==> src/rtl/uart_tx_frame_serializer.sv <==
// uart_tx_frame_serializer: UART TX frame engine. Emits start, DATA_WIDTH data bits,
// optional parity and STOP_BITS stop bits on tx_out, one bit per clk (baud tick).
// Build option TX_SER_MSB_FIRST_EN: when defined, data bits go out MSB first;
// otherwise LSB first.
module uart_tx_frame_serializer #(
  parameter int DATA_WIDTH = 8,
  parameter int STOP_BITS  = 1
) (
  input  logic                  clk,
  input  logic                  rst,
  input  logic [DATA_WIDTH-1:0] p_data,
  input  logic                  data_valid,
  input  logic                  par_en,
  input  logic                  par_typ,
  output logic                  tx_out,
  output logic                  busy,
  output logic                  ser_done
);

  localparam int CW = $clog2(DATA_WIDTH);
  localparam logic [CW-1:0] LAST_BIT  = CW'(DATA_WIDTH - 1);
  localparam logic [CW-1:0] LAST_STOP = CW'(STOP_BITS - 1);

  if (STOP_BITS != 1 && STOP_BITS != 2) begin : g_bad_stop_bits
    $error("uart_tx_frame_serializer: STOP_BITS must be 1 or 2");
  end
  if (DATA_WIDTH < 2 || DATA_WIDTH > 32) begin : g_bad_data_width
    $error("uart_tx_frame_serializer: DATA_WIDTH must be 2..32");
  end

  typedef enum logic [2:0] {
    S_IDLE,
    S_START,
    S_DATA,
    S_PARITY,
    S_STOP
  } state_t;

  state_t                  r_state, w_state_nxt;
  logic [CW-1:0]           r_cnt, w_cnt_nxt;
  logic [DATA_WIDTH-1:0]   r_shift, w_shift_nxt;
  logic                    r_par_en, w_par_en_nxt;
  logic                    r_par_typ, w_par_typ_nxt;
  logic                    r_tx, w_tx_nxt;
  logic                    r_busy, w_busy_nxt;
  logic                    r_done, w_done_nxt;

  logic                    w_ser_bit;
  logic [DATA_WIDTH-1:0]   w_shift_rot;
  logic                    w_par_bit;

  // The shift register rotates rather than shifts: after DATA_WIDTH rotations
  // it holds the captured word again, and rotation never changes its XOR, so
  // parity is always taken from the original captured word.
`ifdef TX_SER_MSB_FIRST_EN
  assign w_ser_bit   = r_shift[DATA_WIDTH-1];
  assign w_shift_rot = {r_shift[DATA_WIDTH-2:0], r_shift[DATA_WIDTH-1]};
`else
  assign w_ser_bit   = r_shift[0];
  assign w_shift_rot = {r_shift[0], r_shift[DATA_WIDTH-1:1]};
`endif

  assign w_par_bit = (^r_shift) ^ r_par_typ;

  assign tx_out   = r_tx;
  assign busy     = r_busy;
  assign ser_done = r_done;

  // State register
  always_ff @(posedge clk or negedge rst) begin
    if (!rst) r_state <= S_IDLE;
    else      r_state <= w_state_nxt;
  end

  // Next-state logic
  always_comb begin
    w_state_nxt = r_state;
    case (r_state)
      S_IDLE:   if (data_valid) w_state_nxt = S_START;
      S_START:  w_state_nxt = S_DATA;
      S_DATA:   if (r_cnt == LAST_BIT) w_state_nxt = r_par_en ? S_PARITY : S_STOP;
      S_PARITY: w_state_nxt = S_STOP;
      S_STOP:   if (r_cnt == LAST_STOP) w_state_nxt = S_IDLE;
      default:  w_state_nxt = S_IDLE;
    endcase
  end

  // Output and datapath next values; outputs are registered so each value
  // belongs to the state being entered on the coming edge
  always_comb begin
    w_cnt_nxt     = r_cnt;
    w_shift_nxt   = r_shift;
    w_par_en_nxt  = r_par_en;
    w_par_typ_nxt = r_par_typ;
    w_tx_nxt      = 1'b1;
    w_busy_nxt    = (w_state_nxt != S_IDLE);
    w_done_nxt    = (r_state == S_STOP) && (w_state_nxt == S_IDLE);
    case (r_state)
      S_IDLE: begin
        if (data_valid) begin
          w_shift_nxt   = p_data;
          w_par_en_nxt  = par_en;
          w_par_typ_nxt = par_typ;
          w_tx_nxt      = 1'b0;
        end
      end
      S_START: begin
        w_cnt_nxt   = '0;
        w_tx_nxt    = w_ser_bit;
        w_shift_nxt = w_shift_rot;
      end
      S_DATA: begin
        if (r_cnt == LAST_BIT) begin
          w_cnt_nxt = '0;
          w_tx_nxt  = r_par_en ? w_par_bit : 1'b1;
        end else begin
          w_cnt_nxt   = r_cnt + CW'(1);
          w_tx_nxt    = w_ser_bit;
          w_shift_nxt = w_shift_rot;
        end
      end
      S_PARITY: begin
        w_cnt_nxt = '0;
      end
      S_STOP: begin
        if (r_cnt == LAST_STOP) w_cnt_nxt = '0;
        else                    w_cnt_nxt = r_cnt + CW'(1);
      end
      default: begin
        w_cnt_nxt = '0;
      end
    endcase
  end

  // Datapath and output registers
  always_ff @(posedge clk or negedge rst) begin
    if (!rst) begin
      r_cnt     <= '0;
      r_shift   <= '0;
      r_par_en  <= 1'b0;
      r_par_typ <= 1'b0;
      r_tx      <= 1'b1;
      r_busy    <= 1'b0;
      r_done    <= 1'b0;
    end else begin
      r_cnt     <= w_cnt_nxt;
      r_shift   <= w_shift_nxt;
      r_par_en  <= w_par_en_nxt;
      r_par_typ <= w_par_typ_nxt;
      r_tx      <= w_tx_nxt;
      r_busy    <= w_busy_nxt;
      r_done    <= w_done_nxt;
    end
  end

endmodule

==> config.mk <==
export PLATFORM = sky130hd
export DESIGN_NAME = uart_tx_frame_serializer
export DESIGN_NICKNAME = d
export VERILOG_FILES = /design/src/rtl/uart_tx_frame_serializer.sv
export SDC_FILE = /design/constraint.sdc
export NUM_CORES = 1
export LEC_CHECK = 0
export ABC_AREA = 0
export BUFFER_PORTS_ARGS = -buffer_cell sky130_fd_sc_hd__buf_2
export CORE_MARGIN = 4
export CORE_UTILIZATION = 55
export CTS_CLUSTER_SIZE = 28
export DETAILED_ROUTE_END_ITERATION = 10
export PLACE_DENSITY_LB_ADDON = 0.05
export SYNTH_ARGS = -nofsm -noshare
export SYNTH_HDL_FRONTEND = slang
export SYNTH_SLANG_ARGS = --single-unit
==> constraint.sdc <==
create_clock -name clk -period 2.3 [get_ports clk]
set_input_delay 0.23 -clock clk [delete_from_list [all_inputs] [get_ports clk]]
set_output_delay 0.23 -clock clk [all_outputs]
set_load 0.03 [all_outputs]
==> results.yml <==
cts:
  cts_made_buffers: 3
  htree_levels: 1
  root_buffer: "sky130_fd_sc_hd__clkbuf_4"
  clk_path_buf_depth: 2
  postCtsSetupRepairBufs: 0
  cts_tree: "yes"
  clkLatencyLatePin_ns: 0.30
  tritoncts_num_sinks: 19
  clkTransAtPathRegs_ns: 0.11
timing:
  post-route-min-period_ns: 1.70
  max_slew_violation_count: 0
  fmaxAchievable_mhz: 589
  final.setup.tns_ns: 0
  timing.max_slew.rel_slack: 0.517
  final-setup-viol-count: 0
  hold_violations: 0
  period_share: 0.738
  worst-slew-pin-transition_ns: 0.724
  rsz0062_at_grt: "no"
  fin_skew_ns: 0.00613
final_layout:
  antenna_cells: 0
  area_growth_pct: 10.3
  most_common_cell_after_layout_fill_and_taps_aside: "sky130_fd_sc_hd__dfrtp_1"
  layout.area.seq_sq_um: 477
  layout_common_cells: "sky130_fd_sc_hd__dfrtp_1, sky130_fd_sc_hd__buf_2, sky130_fd_sc_hd__nor2_1, sky130_fd_sc_hd__a21oi_1, sky130_fd_sc_hd__mux2i_1"
  multi_input_area_sq_um: 626
  design.final.nets: 139
  drive_gt1_frac: 0.238
  fillers: 161
  post_layout_nonfiller_instances: 149
routing:
  drtPass1Iterations: 4
  route.detailed.vias_per_inst: 5.37
  drc_errors: 0
  wire_per_inst_um: 13.7
  drt_first_iter_violations: 8
  topRoutingLayerUsed: "met4"
  vias: 800
  drt-total-wl_mm: 2.03
  detailroute.wirelength.met3_um: 72
  routed-wl-met2_um: 998
  detail_route.wirelength.met1_um: 927
  drt_antenna_net_count: 0
pwr:
  post-layout-total-power_mw: 2.00
  cellPowerDensity_mw_per_mm2: 1580
  power.switching_fraction: 0.431
  power_switching_mw: 0.863
  power.combinational.fraction: 0.551
  power.static_leakage_nw: 0.567
  p_seq_frac: 0.366
  power.share.clock: 0.083
  vdd_drop_max_uv: 814
  cellInternalPower_mw: 1.14
floorplanning:
  fp.dieW_um: 53.8
  die-height_um: 53.8
  num_rows: 16
  start_util: 0.581
  core_sq_mm: 0.00198
  die_area_sq_mm: 0.00289
  pin_count: 16
synth:
  synth.area.mux_share: 0.110
  yosys.area_share.simple: 0.145
  synth.yosys.seq_area_share: 0.414
  syn-cell-area_sq_mm: 0.00115
  synth_compound_area_frac: 0.166
  async_flop_share: 1.00
  yosysWarnings: 0
  netlist_instances: 107
  synth_cell_types: 35
  syn_avg_cell_area_sq_um: 10.8
  synth.net_count: 123
  synth_enable_flop_cells: 0
  synthAdderAreaFrac: 0.0326
  largest_family_of_logic_cells_by_synthesized_area: "compound AO/OA/AOI/OAI gates"
  ys_seq_elements: 19
  ys.flop_type: "sky130_fd_sc_hd__dfrtp_1"
  synthXorXnorAreaFrac: 0.0902
setup_path:
  critPathKind: "reg -> reg"
  required_time_reported_for_the_critical_path_endpoint_ns: 2.54
  worst_setup_path_start_kind: "flip-flop"
  critical_path_arrival_ns: 1.93
  timing.critical_path.fanout_max: 15
  end_kind: "flip-flop"
global_route:
  grt_use_total: 0.177
  maximum_number_of_pins_on_one_net_before_global_route_repair: 20
  antenna_found_initial: 0
  grt_first_pass_wirelength_mm: 3.62
  globalRoute.totalOverflow: 0
  via_count_of_the_first_global_routing_pass: 834
run:
  cap_violations: 0
placement:
  place.detailed.hpwl_mm: 1.47
  io_buffers: 15
  placedCellCount: 144
  gpl.final_weighted_congestion: 0.735
min_path:
  hold_path_class: "in -> reg"
status:
  status: "finished clean"
[cell families (layout without fill, tap and decap cells)]
group,after synthesis,after routing
AO/OA/AOI/OAI,26,26
AND/OR/NAND/NOR,30,30
buffers and inverters,10,25
XOR/XNOR,7,7
flip-flops,19,19
adder cells (fa/ha/maj),3,3
multiplexers,12,12
[timing repair]
item,in CTS,in global routing
endpoints found under the hold margin,18,0
hold buffers,1,0
gates resized for setup,0,0
[metrics by stage]
step,setup WS [ns],utilization,instance area (sq um),hold WS [ns]
2_1_floorplan,0.617,-,1150,-0.0656
3_3_place_gp,0.672,0.622,1230,0.192
3_5_place_dp,0.624,0.622,1230,0.192
4_1_cts,0.615,0.641,1270,0.143
5_1_grt,0.487,0.641,1270,0.153
6_report,0.602,0.641,1270,0.145
[critical path, cell delays in order, from the launching register on]
cell,delay [ns]
sky130_fd_sc_hd__dfrtp_1,0.64
sky130_fd_sc_hd__or3b_4,0.48
sky130_fd_sc_hd__a2111oi_4,0.29
sky130_fd_sc_hd__mux2_4,0.20
sky130_fd_sc_hd__a21oi_2,0.03
[cell usage after synthesis, types with 2 or more instances]
library cell / count / area, sq um
sky130_fd_sc_hd__nor2_1: 13 / 48.8
sky130_fd_sc_hd__nor2b_1: 2 / 12.5
sky130_fd_sc_hd__clkbuf_1: 2 / 7.51
sky130_fd_sc_hd__nor3_1: 3 / 15.0
sky130_fd_sc_hd__xnor3_1: 2 / 45.0
sky130_fd_sc_hd__xnor2_1: 3 / 26.3
sky130_fd_sc_hd__mux2i_1: 10 / 100
sky130_fd_sc_hd__inv_1: 4 / 15.0
sky130_fd_sc_hd__dfrtp_1: 18 / 450
sky130_fd_sc_hd__a21oi_1: 12 / 60.1
sky130_fd_sc_hd__o21ai_0: 6 / 30.0
sky130_fd_sc_hd__nand2b_1: 2 / 12.5
sky130_fd_sc_hd__buf_2: 3 / 15.0
sky130_fd_sc_hd__a2111oi_4: 2 / 55.1
sky130_fd_sc_hd__ha_1: 3 / 37.5
sky130_fd_sc_hd__nand2_1: 3 / 11.3
[power by group through the flow]
stage	logic [mW]	clock network, mW	registers (mW)
floorplan	1.01	0	0.655
global placement	1.09	0	0.726
detailed placement	1.11	0	0.739
CTS	1.13	0.177	0.732
global route	1.23	0.191	0.761
finish	1.10	0.167	0.732
[final timing paths]
kind / from / endpoint / slack, ns / cells after the start
worst min register to register: r_cnt[0]$_DFFE_PN0N_ / r_cnt[0]$_DFFE_PN0N_ / 0.51 / 1
worst min-delay path: par_en / r_par_en$_DFFE_PN0P_ / 0.15 / 3
worst max register to register: r_state[0]$_DFF_PN0_ / tx_out$_DFF_PN1_ / 0.60 / 4
worst max-delay path: r_state[0]$_DFF_PN0_ / tx_out$_DFF_PN1_ / 0.60 / 4
min in group asynchronous: rst / r_state[1]$_DFF_PN0_ / 0.39 / 2
max in group asynchronous: rst / tx_out$_DFF_PN1_ / 1.58 / 2
[per-layer routing]
layer,GRT usage,up-vias
met5,0,-
met4,0.0894,0
met3,0.0332,4
met2,0.298,15
met1,0.212,376
li1,-,405
[registers in the layout, summed over array words and instances, names as in the netlist]
name,count
r_par_typ,1
r_state,3
r_cnt,3
r_shift,8
tx_out,1
ser_done,1
r_par_en,1
busy,1
[final cells by class]
type                       count  area share
clock buffer                   4      0.0207
inverter                       4      0.0118
sequential                    19       0.375
tap                           27      0.0266
timing repair buffer          17      0.0729
multi-input combinational     78       0.493
No activity file was read; power rests on OpenSTA's default activity.
